`src/rtl/fifo_wr_arbiter.sv`:
```
// Round-robin arbiter sharing one FIFO write port between NUM_REQ valid/ready producers.
// The owner keeps the port for up to MAX_BURST beats; every grant passes through IDLE.
module fifo_wr_arbiter #(
    parameter int NUM_REQ    = 4,
    parameter int DATA_WIDTH = 32,
    parameter int MAX_BURST  = 4,
    parameter int ID_WIDTH   = $clog2(NUM_REQ),
    parameter int CNT_WIDTH  = $clog2(MAX_BURST + 1)
) (
    input  logic                          clk,
    input  logic                          rst_n,
    input  logic [NUM_REQ-1:0]            req_valid,
    input  logic [NUM_REQ*DATA_WIDTH-1:0] req_data,
    output logic [NUM_REQ-1:0]            req_ready,
    input  logic                          fifo_full,
    output logic                          fifo_write_en,
    output logic [DATA_WIDTH-1:0]         fifo_write_data,
    output logic                          grant_active,
    output logic [ID_WIDTH-1:0]           grant_id,
    output logic [CNT_WIDTH-1:0]          beat_count
);

    // state | meaning
    // IDLE  | no owner; pick next requester round-robin (no transfer this cycle)
    // BURST | grant_id owns the FIFO write port until burst limit or valid drop
    typedef enum logic {
        IDLE  = 1'b0,
        BURST = 1'b1
    } state_t;

    localparam logic [ID_WIDTH:0]    NUM_REQ_W = (ID_WIDTH + 1)'(NUM_REQ);
    localparam logic [CNT_WIDTH-1:0] CNT_MAX   = CNT_WIDTH'(MAX_BURST);
    localparam logic [ID_WIDTH-1:0]  LAST_RST  = ID_WIDTH'(NUM_REQ - 1);

    state_t               state, state_next;
    logic [ID_WIDTH-1:0]  last_grant, last_grant_next;
    logic [ID_WIDTH-1:0]  grant_next;
    logic [CNT_WIDTH-1:0] beat_next;
    logic [CNT_WIDTH-1:0] beat_inc;
    logic [ID_WIDTH-1:0]  pick;
    logic [ID_WIDTH:0]    cand;
    logic                 owner_valid;
    logic                 xfer;

    // Walk candidates from farthest to nearest so the nearest valid one after last_grant wins.
    always_comb begin
        pick = '0;
        cand = '0;
        for (int i = NUM_REQ; i >= 1; i--) begin
            cand = {1'b0, last_grant} + (ID_WIDTH + 1)'(i);
            if (cand >= NUM_REQ_W) cand = cand - NUM_REQ_W;
            if (req_valid[cand[ID_WIDTH-1:0]]) pick = cand[ID_WIDTH-1:0];
        end
    end

    assign owner_valid   = req_valid[grant_id];
    assign grant_active  = (state == BURST);
    assign xfer          = grant_active && owner_valid && !fifo_full;
    assign fifo_write_en = xfer;
    assign beat_inc      = beat_count + CNT_WIDTH'(1);

    always_comb begin
        req_ready       = '0;
        fifo_write_data = '0;
        if (state == BURST) begin
            for (int i = 0; i < NUM_REQ; i++) begin
                if (grant_id == ID_WIDTH'(i)) begin
                    req_ready[i]    = !fifo_full;
                    fifo_write_data = req_data[i*DATA_WIDTH +: DATA_WIDTH];
                end
            end
        end
    end

    always_comb begin
        state_next      = state;
        grant_next      = grant_id;
        last_grant_next = last_grant;
        beat_next       = beat_count;
        case (state)
            IDLE: begin
                if (|req_valid) begin
                    grant_next = pick;
                    beat_next  = '0;
                    state_next = BURST;
                end
            end
            BURST: begin
                if (xfer) begin
                    beat_next = beat_inc;
                    if (beat_inc == CNT_MAX) begin
                        state_next      = IDLE;
                        last_grant_next = grant_id;
                    end
                end else if (!owner_valid) begin
                    // A dropped valid releases the port even while the FIFO is full.
                    state_next      = IDLE;
                    last_grant_next = grant_id;
                end
            end
            default: state_next = IDLE;
        endcase
    end

    always_ff @(posedge clk or negedge rst_n) begin
        if (!rst_n) begin
            state      <= IDLE;
            grant_id   <= '0;
            last_grant <= LAST_RST;
            beat_count <= '0;
        end else begin
            state      <= state_next;
            grant_id   <= grant_next;
            last_grant <= last_grant_next;
            beat_count <= beat_next;
        end
    end

endmodule

```
`config.mk`:
```
export PLATFORM = sky130hd
export DESIGN_NAME = fifo_wr_arbiter
export DESIGN_NICKNAME = d
export VERILOG_FILES = /design/src/rtl/fifo_wr_arbiter.sv
export SDC_FILE = /design/constraint.sdc
export NUM_CORES = 1
export LEC_CHECK = 0
export CAP_MARGIN = 30
export CORE_UTILIZATION = 30
export DETAILED_ROUTE_END_ITERATION = 6
export PLACE_DENSITY = 0.89
export SETUP_SLACK_MARGIN = 0.3
export SLEW_MARGIN = 20
export SYNTH_ARGS = -nofsm -noshare
export SYNTH_HDL_FRONTEND = slang
export SYNTH_SLANG_ARGS = --single-unit
```
`constraint.sdc`:
```
create_clock -name clk -period 2.95 [get_ports clk]
set_clock_uncertainty 0.05 [all_clocks]
set_input_delay 0.4425 -clock clk [delete_from_list [all_inputs] [get_ports clk]]
set_output_delay 0.4425 -clock clk [all_outputs]
set_load 0.02 [all_outputs]
```
**Word-level counts from Yosys, hierarchy flattened**

Index checks and enable logic that the tools add are counted.

- Input bits: 135
- Logic and storage cells: 78
- Register bits: 8
- Output and inout bits: 43

- $add $sub $neg: 9
- Bitwise logic cells: 1
- $lt $le $gt $ge: 9
- Reductions and logical operators: 8
- Equal/unequal tests: 8
- Multiplexer cells: 39

Operators with widths:

| cell | count |
|---|---|
| $mux W32 | 5 |
| $mux W2 | 11 |
| $lt A2 B3 Y1 const B | 5 |
| $mux W1 | 13 |
| $ge A3 B3 Y1 const B | 4 |
| $bmux W1 S2 | 5 |
| $sub A2 B1 Y2 const B | 4 |
| $add A2 B2 Y3 const B | 2 |
| $mux W3 | 2 |
| $ne A2 B2 Y1 const B | 3 |
| $pmux W3 S2 | 1 |
| $eq A2 B2 Y1 const B | 2 |
| $mux W4 | 1 |
| $reduce_and A2 Y1 | 2 |
| $reduce_or A4 Y1 | 1 |
| $add A2 B1 Y3 const B | 1 |
| $add A2 B3 Y3 const B | 1 |
| $add A3 B1 Y3 const B | 1 |
| $eq A3 B3 Y1 const B | 1 |
| $reduce_and A3 Y1 | 1 |
| $eq A2 B1 Y1 const B | 1 |
| $logic_and A1 B1 Y1 | 2 |
| $logic_not A2 Y1 | 1 |
| $ne A2 B1 Y1 const B | 1 |
| other kinds (3) | 3 |

**Longest topological paths before layout**

Gate-level depths: netlist of the first run.

- Depth in word-level cells: 9
- Mapped depth: 6
- Mapped depth without buffers: 6

**Least setup slack after synthesis of the first run**

No wires, ideal clock.

- Path kind: register to output
- From: register grant_id[0]
- To: output fifo_write_data[14]
- Data required time: 2457 ps
- Buffers on the path: 2
- Arrival time: 1548 ps
- Slack: 909 ps
- Cell stages (with the launch flop): 5
- Cells stage by stage: dfrtp_1 buf_6 buf_6 mux4_2 and2_1

- Cells in the longest elaborated chain, start to end: 6
- Elaborated cells between the ends (all ways): 9
- Classes of those cells: 3 x eq/ne; 5 x mux; 1 x reduce/logical

RTL lines:

| item | line | source |
|---|---|---|
| start, declared | 19 | `output logic [ID_WIDTH-1:0] grant_id,` |
| start signal, assigned | 113 | `grant_id <= grant_next;` |
| $logic_not A2 Y1 | 67 | `if (grant_id == ID_WIDTH'(i)) begin` |
| $mux W32 (3 in a row) | 67 |  |
| $mux W32 (*) | 67 |  |
| $mux W32 (*) | 65 | `if (state == BURST) begin` |
| end, declared | 17 | `output logic [DATA_WIDTH-1:0] fifo_write_data,` |

Mark *: on every way between the ends. The rest lies on a longest branch, timed or not.

**Worst setup path after layout of the first run**

- From: register grant_id[0]
- To: output fifo_write_data[2]

Same word-level chain as after synthesis.

==> impl_metrics.csv, run 1 <==
group,metric,value,unit
run_status,status,"finished clean",
floorplanning,row_count,25,
global_routing,antenna_found_initial,0,
power_and_ir_drop,fin_total_pwr,2.84,mW
timing,period_share,90.4,%
timing,drv_slew,0,
timing,fmax,0.375,GHz
clock_tree,ctsRootBufferMaster,"clkbuf_8",
yosys,ys_warn_count,0,
yosys,syn_inst,134,
flow_run,cap_viol_max_count,0,
floorplanning,dieArea,5500,µm²
clock_tree,tritoncts,"done",
layout,nets,454,
place,portBuffers,177,
global_routing,grt_overflow,0,
worst_setup_path,critPathKind,"flip-flop to output pin",
detailed_routing,route.detailed.drc,0,
min_path,hp-class,"primary input to asynchronous set/reset pin",
timing,tightestPinTransition,0.385,ns
detailed_routing,wl_per_cell,18.9,µm
yosys,syn_area_per_cell,11.7,µm²
floorplanning,pin_count,178,
power_and_ir_drop,p_leak,1.38,nW
power_and_ir_drop,p_per_area,808,nW/µm²
global_routing,grt_pass1_wl,10000,µm
place,gp_congestion,0.798,
timing,finalCriticalPeriod,2.67,ns
yosys,synth_edf_count,0,
place,dp_cells,371,
timing,relSlewSlack,74.2,%
detailed_routing,drt_iter0_drc,48,
yosys,synth_flop_cell,"dfrtp_1",
worst_setup_path,r2r-end,"beat_count[1]$_DFFE_PN0P_",
clock_tree,clock_latency,0.24,ns
clock_tree,cts_sinks,8,
floorplanning,start_util,32.0,%
timing,fin_tns_setup,0,ns
yosys,ys_seq_area_share,13.0,%
detailed_routing,drtPass1Iterations,4,
layout,layout-drive-gt1-share,15.8,%
worst_setup_path,worstSetupEndpointType,"output pin",
detailed_routing,routed-via-count,1936,
worst_setup_path,crit_start,"grant_id[0]$_DFFE_PN0P_",
yosys,syn_nets,271,
yosys,ys_ff_latch,8,
timing,hold_slack,0.445,ns
place,post-place-ws,0.266,ns
clock_tree,cts-buffers-inserted,3,
global_routing,grt_max_degree,40,
timing,rsz0062_at_grt,"true",
worst_setup_path,cp_max_fo,12,
detailed_routing,vias_per_cell,5.05,
worst_setup_path,r2r_cells,6,
worst_setup_path,critPathLaunchType,"flip-flop",
power_and_ir_drop,peakVddDrop,0.000617,V
floorplanning,core_area,4880,µm²
place,hpwl,5960,µm
global_routing,gr-usage-all-layers,24.6,%
worst_setup_path,worstPathArrival,2.17,ns
detailed_routing,ant_nets,0,
clock_tree,clk_pin_slew,0.05,ns
detailed_routing,drt-total-wl,7230,µm
floorplanning,dieHeight,74.2,µm
worst_setup_path,r2r-start,"grant_id[0]$_DFFE_PN0P_",
layout,final_cells,383,
yosys,yosysUniqueCellTypes,31,
layout,syn2layout_area_growth,125,%
timing,hold_viol_final,0,
global_routing,grt_pass1_vias,1983,
yosys,async_flop_share,100,%
clock_tree,clock_path_buffers,2,
timing,setup_violations,0,
yosys,syn_area,1560,µm²
worst_setup_path,crit_required,2.46,ns
floorplanning,fp.dieW,74.2,µm
clock_tree,htree_num_levels,1,
timing,finalWorstSetupSlack,0.284,ns
layout,diodes,0,
worst_setup_path,reg2reg_setup_slack,1.16,ns
==> synth_stat cells, types with 3 or more instances <==
master | number | area [µm²]
buf_2 | 4 | 20.0
nor2_1 | 6 | 22.5
dfrtp_1 | 6 | 150
inv_1 | 6 | 22.5
clkbuf_1 | 4 | 15.0
mux4_2 | 28 | 631
nand2_1 | 5 | 18.8
a21oi_1 | 3 | 15.0
mux2i_1 | 5 | 50.1
mux4_1 | 4 | 105
nand2b_1 | 4 | 25.0
and2_1 | 32 | 200
==> state kept, by name, indices dropped and copies added (netlist names) <==
signal        flops
grant_id          2
beat_count        3
grant_active      1
last_grant        2
==> layer usage <==
metal	GRT usage [%]	wire length, µm
met1	26.3	2500
met5	0	0
met3	5.15	692
met4	8.76	204
met2	47.4	3830
==> power by group <==
part,total [mW],internal (mW),leakage [nW],switching [mW]
Clock,0.144,0.0942,0.0228,0.0498
Combinational,2.44,1.40,1.26,1.04
Sequential,0.256,0.172,0.0944,0.0842
==> how the worst max path moves through the flow <==
stage,to,slack (ns)
floorplan,fifo_write_data[14],0.91
global placement,fifo_write_en,0.30
detailed placement,fifo_write_en,0.27
CTS,fifo_write_data[9],0.24
global route,fifo_write_data[28],0.21
finish,fifo_write_data[2],0.28
==> worst max-delay path: stages (launching register included) <==
cell             delay, ns
dfrtp_4               0.53
buf_4                 0.15
mux4_1                0.55
and2_1                0.18
clkdlybuf4s50_1       0.53
==> cell usage in the layout (no fill, tap or decap) <==
cell type	synthesis	final
a21boi_0	2	2
a21o_1	2	2
a21oi_1	3	3
a22o_1	1	1
a311oi_1	1	1
and2_1	32	32
buf_12	2	3
buf_4	0	9
buf_8	0	1
clkbuf_1	4	1
clkbuf_8	0	3
clkdlybuf4s50_1	0	173
dfrtp_1	6	4
dfrtp_2	0	1
dfrtp_4	0	1
dfstp_2	2	2
dlygate4sd2_1	0	1
dlymetal6s2s_1	0	3
ha_1	2	2
inv_1	6	6
mux2_2	1	1
mux2i_1	5	5
mux4_1	4	4
mux4_2	28	28
nand2_1	5	5
nand2b_1	4	4
nand3_1	1	1
nand3b_1	1	1
nor2_1	6	6
nor2b_1	2	2
o211ai_1	1	1
o21ai_0	2	2
o22a_1	1	1
o22ai_1	1	1
o22ai_2	1	1
o32a_1	1	1
or3b_1	1	1
==> layout make-up <==
type                       instances  area (µm²)
clock buffer                       4        45.0
sequential                         8         208
tap                               67        83.8
fill                             378        1360
inverter                           6        22.5
multi-input combinational        108        1240
timing repair buffer             190        1920
==> kinds of logic after synthesis <==
| kind of cell | after synthesis | share of synthesized area, % |
|---|---|---|
| buf+inv | 18 | 7.69 |
| fa+ha+maj | 2 | 1.60 |
| mux | 38 | 51.0 |
| simple gates | 52 | 19.2 |
| flops | 8 | 13.0 |
| compound gates | 16 | 7.53 |
==> through the flow <==
stage	util [%]	cell area, µm²
2_1_floorplan	-	1560
3_3_place_gp	69.4	3380
3_5_place_dp	69.4	3380
4_1_cts	71.1	3470
5_1_grt	72.1	3520
6_report	72.1	3520
==> timing repair <==
action | in CTS | in global routing
hold buffers | 0 | 0
gates resized for setup | 3 | 6
buffers inserted | 3 | 5
setup endpoints to repair | 33 | 32
endpoints found under the hold margin | 0 | 0
No activity file was read; power rests on OpenSTA's default activity.
==> inputs of run 2 (changes only) <==
- HOLD_SLACK_MARGIN: default -> 0.12
==> results of run 2 <==
The final DEF is identical to that of run 1; final timing and power are the same.
